## src/rtl/prewish_input_scanner.sv

```systemverilog
// Syncs/debounces button + active-low DIPs; a press captures the DIP mask with a one-cycle o_load.
// Status fetch: STB_I accepted in IDLE, STB_O/DAT_O two edges later; requests while busy are dropped.
module prewish_input_scanner #(
  parameter int DEB_CYCLES = 16,
  parameter int ALIVE_BITS = 22
) (
  input  logic       CLK_I,
  input  logic       RST_I,
  input  logic       STB_I,
  input  logic [7:0] DAT_I,
  output logic       STB_O,
  output logic [7:0] DAT_O,
  input  logic       i_button,
  input  logic [7:0] i_dip_n,
  output logic [7:0] o_mask,
  output logic       o_load,
  output logic       o_alive
);

  localparam int              CW       = $clog2(DEB_CYCLES + 1);
  localparam logic [CW-1:0]   CNT_LAST = CW'(DEB_CYCLES - 1);
  localparam logic [8:0]      IN_RST   = 9'h1FE;

  localparam logic [1:0] ST_IDLE   = 2'd0;
  localparam logic [1:0] ST_SAMPLE = 2'd1;
  localparam logic [1:0] ST_ACK    = 2'd2;

  // Bit 0 is the button, bits 8:1 the active-low DIPs.
  logic [8:0]          r_sync1;
  logic [8:0]          r_sync2;
  logic [8:0]          r_db;
  logic [CW-1:0]       r_cnt [9];
  logic                r_btn_prev;
  logic [7:0]          r_mask;
  logic                r_load;
  logic [1:0]          r_state;
  logic [7:0]          r_req_mask;
  logic [7:0]          r_dat_o;
  logic                r_stb_o;
  logic [ALIVE_BITS-1:0] r_alive_cnt;

  logic       w_btn_db;
  logic [7:0] w_dip_db;
  logic       w_press;

  assign w_btn_db = r_db[0];
  assign w_dip_db = ~r_db[8:1];
  assign w_press  = w_btn_db & ~r_btn_prev;

  always_ff @(posedge CLK_I or posedge RST_I) begin
    if (RST_I) begin
      r_sync1 <= IN_RST;
      r_sync2 <= IN_RST;
    end else begin
      r_sync1 <= {i_dip_n, i_button};
      r_sync2 <= r_sync1;
    end
  end

  // The flip fires on the DEB_CYCLES-th consecutive differing cycle.
  always_ff @(posedge CLK_I or posedge RST_I) begin
    if (RST_I) begin
      r_db <= IN_RST;
      for (int i = 0; i < 9; i++) r_cnt[i] <= '0;
    end else begin
      for (int i = 0; i < 9; i++) begin
        if (r_sync2[i] == r_db[i]) begin
          r_cnt[i] <= '0;
        end else if (r_cnt[i] == CNT_LAST) begin
          r_db[i]  <= r_sync2[i];
          r_cnt[i] <= '0;
        end else begin
          r_cnt[i] <= r_cnt[i] + CW'(1);
        end
      end
    end
  end

  always_ff @(posedge CLK_I or posedge RST_I) begin
    if (RST_I) begin
      r_btn_prev <= 1'b0;
      r_mask     <= 8'h00;
      r_load     <= 1'b0;
    end else begin
      r_btn_prev <= w_btn_db;
      r_load     <= w_press;
      if (w_press) r_mask <= w_dip_db;
    end
  end

  always_ff @(posedge CLK_I or posedge RST_I) begin
    if (RST_I) begin
      r_state    <= ST_IDLE;
      r_req_mask <= 8'h00;
      r_dat_o    <= 8'h00;
      r_stb_o    <= 1'b0;
    end else begin
      r_stb_o <= 1'b0;
      case (r_state)
        ST_IDLE: begin
          if (STB_I) begin
            r_req_mask <= DAT_I;
            r_state    <= ST_SAMPLE;
          end
        end
        ST_SAMPLE: begin
          r_dat_o <= {w_dip_db[6:0], w_btn_db} & r_req_mask;
          r_stb_o <= 1'b1;
          r_state <= ST_ACK;
        end
        ST_ACK:  r_state <= ST_IDLE;
        default: r_state <= ST_IDLE;
      endcase
    end
  end

  always_ff @(posedge CLK_I or posedge RST_I) begin
    if (RST_I) r_alive_cnt <= '0;
    else       r_alive_cnt <= r_alive_cnt + 1'b1;
  end

  assign STB_O   = r_stb_o;
  assign DAT_O   = r_dat_o;
  assign o_mask  = r_mask;
  assign o_load  = r_load;
  assign o_alive = r_alive_cnt[ALIVE_BITS-1];

endmodule

```

## config.mk

```make
export PLATFORM = sky130hd
export DESIGN_NAME = prewish_input_scanner
export DESIGN_NICKNAME = d
export VERILOG_FILES = /design/src/rtl/prewish_input_scanner.sv
export SDC_FILE = /design/constraint.sdc
export NUM_CORES = 1
export LEC_CHECK = 0
export CAP_MARGIN = 40
export CORE_MARGIN = 3
export CORE_UTILIZATION = 40
export DETAILED_ROUTE_END_ITERATION = 8
export SYNTH_ARGS = -nofsm -noshare
export SYNTH_HDL_FRONTEND = slang
export SYNTH_SLANG_ARGS = --single-unit
```

## constraint.sdc

```tcl
create_clock -name CLK_I -period 9.7 [get_ports CLK_I]
set_input_delay 1.94 -clock CLK_I [delete_from_list [all_inputs] [get_ports CLK_I]]
set_output_delay 1.94 -clock CLK_I [all_outputs]
set_load 0.01 [all_outputs]
```

* Word-level counts from Yosys, hierarchy flattened
Index checks and enable logic that the tools add are counted.
** Word-level totals
- Memories :: 0
- Logic and storage cells :: 103
- Bits in latches :: 0
- Register bits after elaboration :: 123
- RAM bits :: 0
- Bits in read-only memories :: 0
- Input port bits :: 20
** Operators by class
- Mux-type cells :: 21
- Eq/ne operators :: 20
- Add/sub/neg operators :: 10
- Bitwise gates (word level) :: 13
- Magnitude comparators :: 0
- $mul :: 0
- Divide/modulo/power cells :: 0
- Shift operators :: 0
- Reductions and logical operators :: 11
** Operator list (number)
- two-way mux 5 bit :: 18
- adder 5 x 1 -> 5 bit (second input constant) :: 9
- == test 5 x 4 -> 1 bit (second input constant) :: 9
- adder 22 x 1 -> 22 bit (second input constant) :: 1
- AND reduction 2 bit :: 10
- NOT 1 bit :: 10
- == test 1 bit :: 9
- bitwise AND 8 bit :: 1
- NOT 8 bit :: 1
- case mux 2 bit (2 select lines) :: 1
- == test 2 x 1 -> 1 bit (second input constant) :: 1
- logical NOT 2 bit :: 1
- two-way mux 2 bit :: 1
- != test 2 bit (second input constant) :: 1
- bitwise AND 1 bit :: 1
- two-way mux 1 bit :: 1

* Longest topological paths before layout
Gate-level depths: netlist (run 1).
- Depth after elaboration :: 3
- Depth in mapped cells :: 5

* Worst setup path before layout (run 1)
No wires, ideal clock.
- Kind :: input to register
- Start point :: input port STB_I
- End point :: register r_req_mask[0]
- Arrival time :: 2624 ps
- Data required time :: 9575 ps
- Stages :: 3
- Slack :: 6951 ps
- Cells stage by stage :: nor3b_1 > buf_2 > mux2_2
** Between the ends
- Word-level cells in the longest chain between the ends :: 1
** Ends and longest elaborated chain
- from (decl) :: line 9 : input logic STB_I,
- AND reduction 2 bit (no line)
- to (signal assigned) :: line 94 : r_req_mask <= 8'h00;
- to (signal assigned) :: line 102 : r_req_mask <= DAT_I;
- to (decl) :: line 37 : logic [7:0] r_req_mask;
Every way passes these cells.
A chain may end at the register's enable or synchronous reset.

* Final worst setup path (run 1)
- Start point :: register r_mask[2], in the netlist o_mask[2]
- End point :: output port o_mask[2]
** RTL lines
- from (decl) :: line 34 : logic [7:0] r_mask;
- from (signal assigned) :: line 87 : if (w_press) r_mask <= w_dip_db;
- to (decl) :: line 15 : output logic [7:0] o_mask,
No word-level cell between the ends.

==> results of run 1 <==
## per-stage QoR
stage | hold WS, ns | cell area (um^2) | util [%]
2_1_floorplan | 0.331 | 4700 | -
3_3_place_gp | 0.345 | 5260 | 47.1
3_5_place_dp | 0.347 | 5280 | 47.2
4_1_cts | 0.355 | 5850 | 52.4
5_1_grt | 0.358 | 5850 | 52.4
6_report | 0.354 | 5850 | 52.4
## flip-flops by register name, indices dropped and copies added, names as in the netlist
signal / cells
o_mask: 8
o_load: 1
r_cnt: 45
DAT_O: 8
r_db: 9
r_state: 2
r_alive_cnt: 22
r_req_mask: 8
r_sync1: 9
r_btn_prev: 1
r_sync2: 9
STB_O: 1
## layout make-up
type	instances	share of cell area [%]
flip-flops and latches	123	53.1
multi-input cells	228	26.5
clock buffers	17	7.27
repair buffers	40	6.97
well taps	140	2.99
clock inverters	15	2.59
inverters	8	0.556
## path summary, 6_finish.rpt
check,end,cells past startpoint,slack (ns),from
worst max-delay path,o_mask[2],1,6.44,o_mask[2]
min in group asynchronous,DAT_O[5],2,1.93,RST_I
worst min-delay path,r_sync2[2],0,0.35,r_sync1[2]
max in group asynchronous,r_db[1],4,6.57,RST_I
worst min register to register,r_sync2[2],0,0.35,r_sync1[2]
worst max register to register,r_alive_cnt[14],5,8.12,r_alive_cnt[0]
## cell usage in the layout, fill, tap and decap left out, types with 2 or more instances in the layout
cell type,n
mux2_2,17
xor2_1,35
nand2_1,22
clkinv_2,4
clkbuf_16,17
xnor2_1,12
nand3_1,26
and3_1,12
nor2_1,32
clkinv_4,2
dfrtp_1,99
nor4_4,2
bufinv_16,2
o21ai_0,24
nand2b_1,9
and2_1,16
clkinvlp_4,6
dfstp_2,24
clkdlybuf4s50_1,38
inv_1,7
nand4_1,4
ha_1,10
and3_2,2
## layer usage
layer / vias up / track usage (%) / wire (um)
met4: 0 / 6.41 / 72
met3: 7 / 5.39 / 494
li1: 1321 / - / -
met5: - / 0 / 0
met1: 1331 / 16.4 / 3550
met2: 44 / 20.8 / 3570
## power groups by stage
stage | logic [W] | clock network [W] | registers, W
2_1_floorplan | 0.0000459 | 0 | 0.000585
3_3_place_gp | 0.0000983 | 0 | 0.000582
3_5_place_dp | 0.000102 | 0 | 0.000584
4_1_cts | 0.000103 | 0.000619 | 0.000576
5_1_grt | 0.000113 | 0.000642 | 0.000580
6_report | 0.0000992 | 0.000603 | 0.000575
## cells by family (layout without fill, tap and decap cells)
family	count (synthesis)	in the layout	synth area share [%]
and+or+nand+nor	130	130	14.9
DFF	123	123	66.1
xor gates and xnor gates	47	47	8.75
AOI/OAI and AO/OA	24	24	2.55
muxes	17	17	4.07
buffers and inverters	12	80	0.984
adders and majority gates	10	10	2.66
==> reports/qor.yml, run 1 <==
finalPower_w: 0.00128
grt_max_degree: 45
fp.dieW_um: 114
arrival_ns: 1.32
cellPowerDensity_nw_per_um2: 218
wl_per_cell_um: 13.5
final_cell_count_no_fill: 571
core_area_um2: 11200
hold_buffers: 0
place_hpwl_um: 5120
switching_share_pct: 23.0
synthesis.area_um2: 4700
placedCellCount: 539
clkSinkCount: 123
synth-seq-cells: 123
io_pins: 39
ys_types: 24
max_slew_margin_pct: 51.4
yosysTopAreaCell: "dfrtp_1"
grt_pass1_vias: 2882
synth_most_common_cell: "dfrtp_1"
ys_top_cells_by_count: "dfrtp_1 (99), xor2_1 (35), nor2_1 (32)"
ir_worst_vdd_v: 0.000128
synthTopCellsByArea: "dfrtp_1 (53%), dfstp_2 (13%), xor2_1 (6.5%), mux2_2 (4.1%), nand3_1 (2.8%)"
synthCells: 363
synth_top_flop_cell: "dfrtp_1"
rows: 38
drcViolationCount: 0
post-cts-setup-buffers: 0
synthArstFlopShare_pct: 100
pwr-share-clk_pct: 47.2
fin_skew_ns: 0.0111
cp-end-kind: "primary output"
postSynthAreaPerCell_um2: 13.0
fin_tns_setup_ns: 0
port_buffers: 38
place_ws_ns: 6.05
drive_gt1_share_pct: 19.5
slowest_stage: "clkdlybuf4s50_1"
hold_viol: 0
antenna_left: 0
setup_ws_ns: 6.44
switching_power_w: 0.000294
multi_input_area_um2: 1550
path_class: "flip-flop to primary output"
power.leakage_nw: 2.82
syn_to_final_growth_pct: 24.5
tightest_slew_ns: 0.726
drt_wl_total_um: 7690
vias_per_cell: 4.73
finalCriticalPeriod_ns: 3.26
die_h_um: 114
cts-root-buf: "clkbuf_16"
cp_max_fo: 2
synth_top_area_share_pct: 52.7
nFillCells: 963
cts_buffer_depth: 2
grt-ovfl-total: 0
crit_path_cell_trace: "clkdlybuf4s50_1"
num_vias: 2703
drt_iter0_markers: 109
ys_warn_count: 0
cts_tree: "done"
nets: 448
synth.yosys.seq_area_share_pct: 66.1
fmax_mhz: 307
rsz0062_at_grt: "no"
start_kind: "flip-flop"
place_congestion: 0.728
path_clk_slew_ns: 0.06
grt_use_total_pct: 13.4
synth_nets: 393
maxSlewViolCount: 0
critPathTopFamily: "buffers and inverters"
required_ns: 7.76
dr.pass1.iters: 4
register_area_um2: 3110
cpPeakStageDelay_ns: 0.54
grt_pass1_wl_um: 13500
power.internal_w: 0.000983
path_buf_inv: 1
cts.htree.levels: 4
antenna_cells: 0
postCtsResizedCells: 0
comb_power_share_pct: 7.8
antenna_found_initial: 0
post-route-period-util_pct: 33.6
drv_cap: 0
hp-class: "flip-flop to flip-flop"
start_util_pct: 42.1
finalSetupViolCount: 0
status: "completed"
numCtsBuffers: 17
clock_latency_ns: 0.41
synth_edf_count: 0
design.die.area_um2: 13100
p_seq_share_pct: 45.0
Power figures use the tool's default switching activity.
==> inputs of run 2 (changes only) <==
==> constraint.sdc (replaced) <==
create_clock -name CLK_I -period 3.4 [get_ports CLK_I]
set_input_delay 0.68 -clock CLK_I [delete_from_list [all_inputs] [get_ports CLK_I]]
set_output_delay 0.68 -clock CLK_I [all_outputs]
set_load 0.01 [all_outputs]
==> run 2 against run 1 <==
Compared with the run above:
- combinational power rose to 2.9 times the previous value
- global-route usage rose by 0.28 points
- cell count rose by 0.18%
- via count rose by 0.70%
- count of clock-buffer cells in the layout rose by 2
- routed wire length rose by 1.2%
- final area rose by 1.3%
- sequential share of layout area fell by 0.68 points
- largest cell class unchanged
==> reports/qor.yml, run 2 (synthesis gave the netlist of run 1 again) <==
path_clk_slew_ns: 0.05
critPathTopFamily: "buffers and inverters"
path_buf_inv: 1
top_register: "r_cnt"
io_pins: 39
max_slew_margin_pct: 48.4
cts.htree.levels: 4
antenna_found_initial: 2
port_buffers: 38
drt_iter0_markers: 155
cellPowerDensity_nw_per_um2: 646
power.internal_w: 0.00303
hp-class: "flip-flop to flip-flop"
p_seq_share_pct: 42.9
nets: 449
post-route-period-util_pct: 59.7
rows: 38
numCtsBuffers: 17
antenna_cells: 0
path_depth: 1
vias_per_cell: 4.76
tightest_slew_ns: 0.773
start_util_pct: 42.1
pwr-share-clk_pct: 49.7
ir_worst_vdd_v: 0.000743
switching_power_w: 0.000808
min_path_cells: 0
syn_to_final_growth_pct: 26.1
grt_use_total_pct: 13.7
finalSetupViolCount: 0
fin_tns_setup_ns: 0
wl_per_cell_um: 13.6
design.die.area_um2: 13100
fmax_mhz: 493
hold_viol: 0
fin_skew_ns: 0.00706
drcViolationCount: 0
status: "completed"
clock_latency_ns: 0.41
rsz0062_at_grt: "no"
grt_pass1_wl_um: 13700
fp.dieW_um: 114
num_vias: 2722
finalCriticalPeriod_ns: 2.03
path_class: "flip-flop to primary output"
drv_cap: 0
die_h_um: 114
dr.pass1.iters: 4
arrival_ns: 1.35
required_ns: 2.72
grt-ovfl-total: 0
switching_share_pct: 21.1
place_hpwl_um: 5270
power.leakage_nw: 2.87
largest_reg_flops: 45
layout_commonest_cell: "dfrtp_1"
cts_buffer_depth: 2
comb_power_share_pct: 7.4
cpPeakStageDelay_ns: 0.56
place_congestion: 0.703
core_area_um2: 11200
postCtsResizedCells: 0
cp_max_fo: 2
start_kind: "flip-flop"
antenna_left: 0
mostFrequentLayoutCells: "dfrtp_1 (99), clkdlybuf4s50_1 (38), xor2_1 (35)"
drt_wl_total_um: 7780
clkSinkCount: 123
drive_gt1_share_pct: 19.2
grt_pass1_vias: 2883
maxSlewViolCount: 0
whs_ns: 0.356
post-cts-setup-buffers: 0
hold_buffers: 0
reg.largest.list: "r_cnt x45, r_alive_cnt x22"
cts-root-buf: "clkbuf_16"
worstRegToRegCells: 2
slowest_stage: "clkdlybuf4s50_1"
grt_max_degree: 41
crit_path_cell_trace: "clkdlybuf4s50_1"
cp-end-kind: "primary output"
cts_tree: "done"
[run 2: area by class of cell]
cell class | count | area [um^2]
clock buffers | 19 | 433
well taps | 140 | 175
repair buffers | 41 | 428
multi-input cells | 228 | 1550
inverters | 8 | 33.8
clock inverters | 13 | 199
flip-flops and latches | 123 | 3110
fillers | 989 | 5240
[run 2: layer usage]
layer  GRT usage (%)  up-vias  routed length [um]  share of wire, %
met5               0        -                  40              0.51
met4            5.94        4                  97               1.2
met3            6.71       17                 445               5.7
met2            20.1       39                3480                45
met1            17.2     1331                3710                48
li1                -     1331                   -                 -
[run 2: final timing paths]
| path | start | end | slack (ns) |
|---|---|---|---|
| max in group asynchronous | RST_I | r_sync2[5] | 1.86 |
| min reg2reg | r_sync1[6] | r_sync2[6] | 0.36 |
| min | r_sync1[6] | r_sync2[6] | 0.36 |
| max | DAT_O[2] | DAT_O[2] | 1.37 |
| max reg2reg | r_state[0] | r_req_mask[0] | 1.90 |
| min in group asynchronous | RST_I | r_alive_cnt[20] | 0.76 |
[run 2: stage by stage]
stage	total power [W]	worst slack [ns]	instance area [um^2]	utilization, %	cells
floorplan	0.00180	1.23	4710	-	363
global placement	0.00195	1.15	5300	47.4	540
detailed placement	0.00196	1.11	5300	47.4	540
CTS	0.00389	1.35	5930	53.1	572
global route	0.00401	1.30	5930	53.1	572
finish	0.00383	1.37	5930	53.1	572
[run 2: worst reg2reg max path: cells and delay by family (launching register included)]
family / cells / cell delay (ns)
flip-flops: 1 / 0.38
AND/OR/NAND/NOR: 1 / 0.60
multiplexers: 1 / 0.41
[run 2: power groups by stage]
| stage | clock, W | combinational [W] | sequential (W) |
|---|---|---|---|
| global route | 0.00203 | 0.000325 | 0.00166 |
| floorplan | 0 | 0.000131 | 0.00167 |
| CTS | 0.00195 | 0.000293 | 0.00165 |
| global placement | 0 | 0.000283 | 0.00167 |
| detailed placement | 0 | 0.000290 | 0.00167 |
| finish | 0.00191 | 0.000283 | 0.00165 |
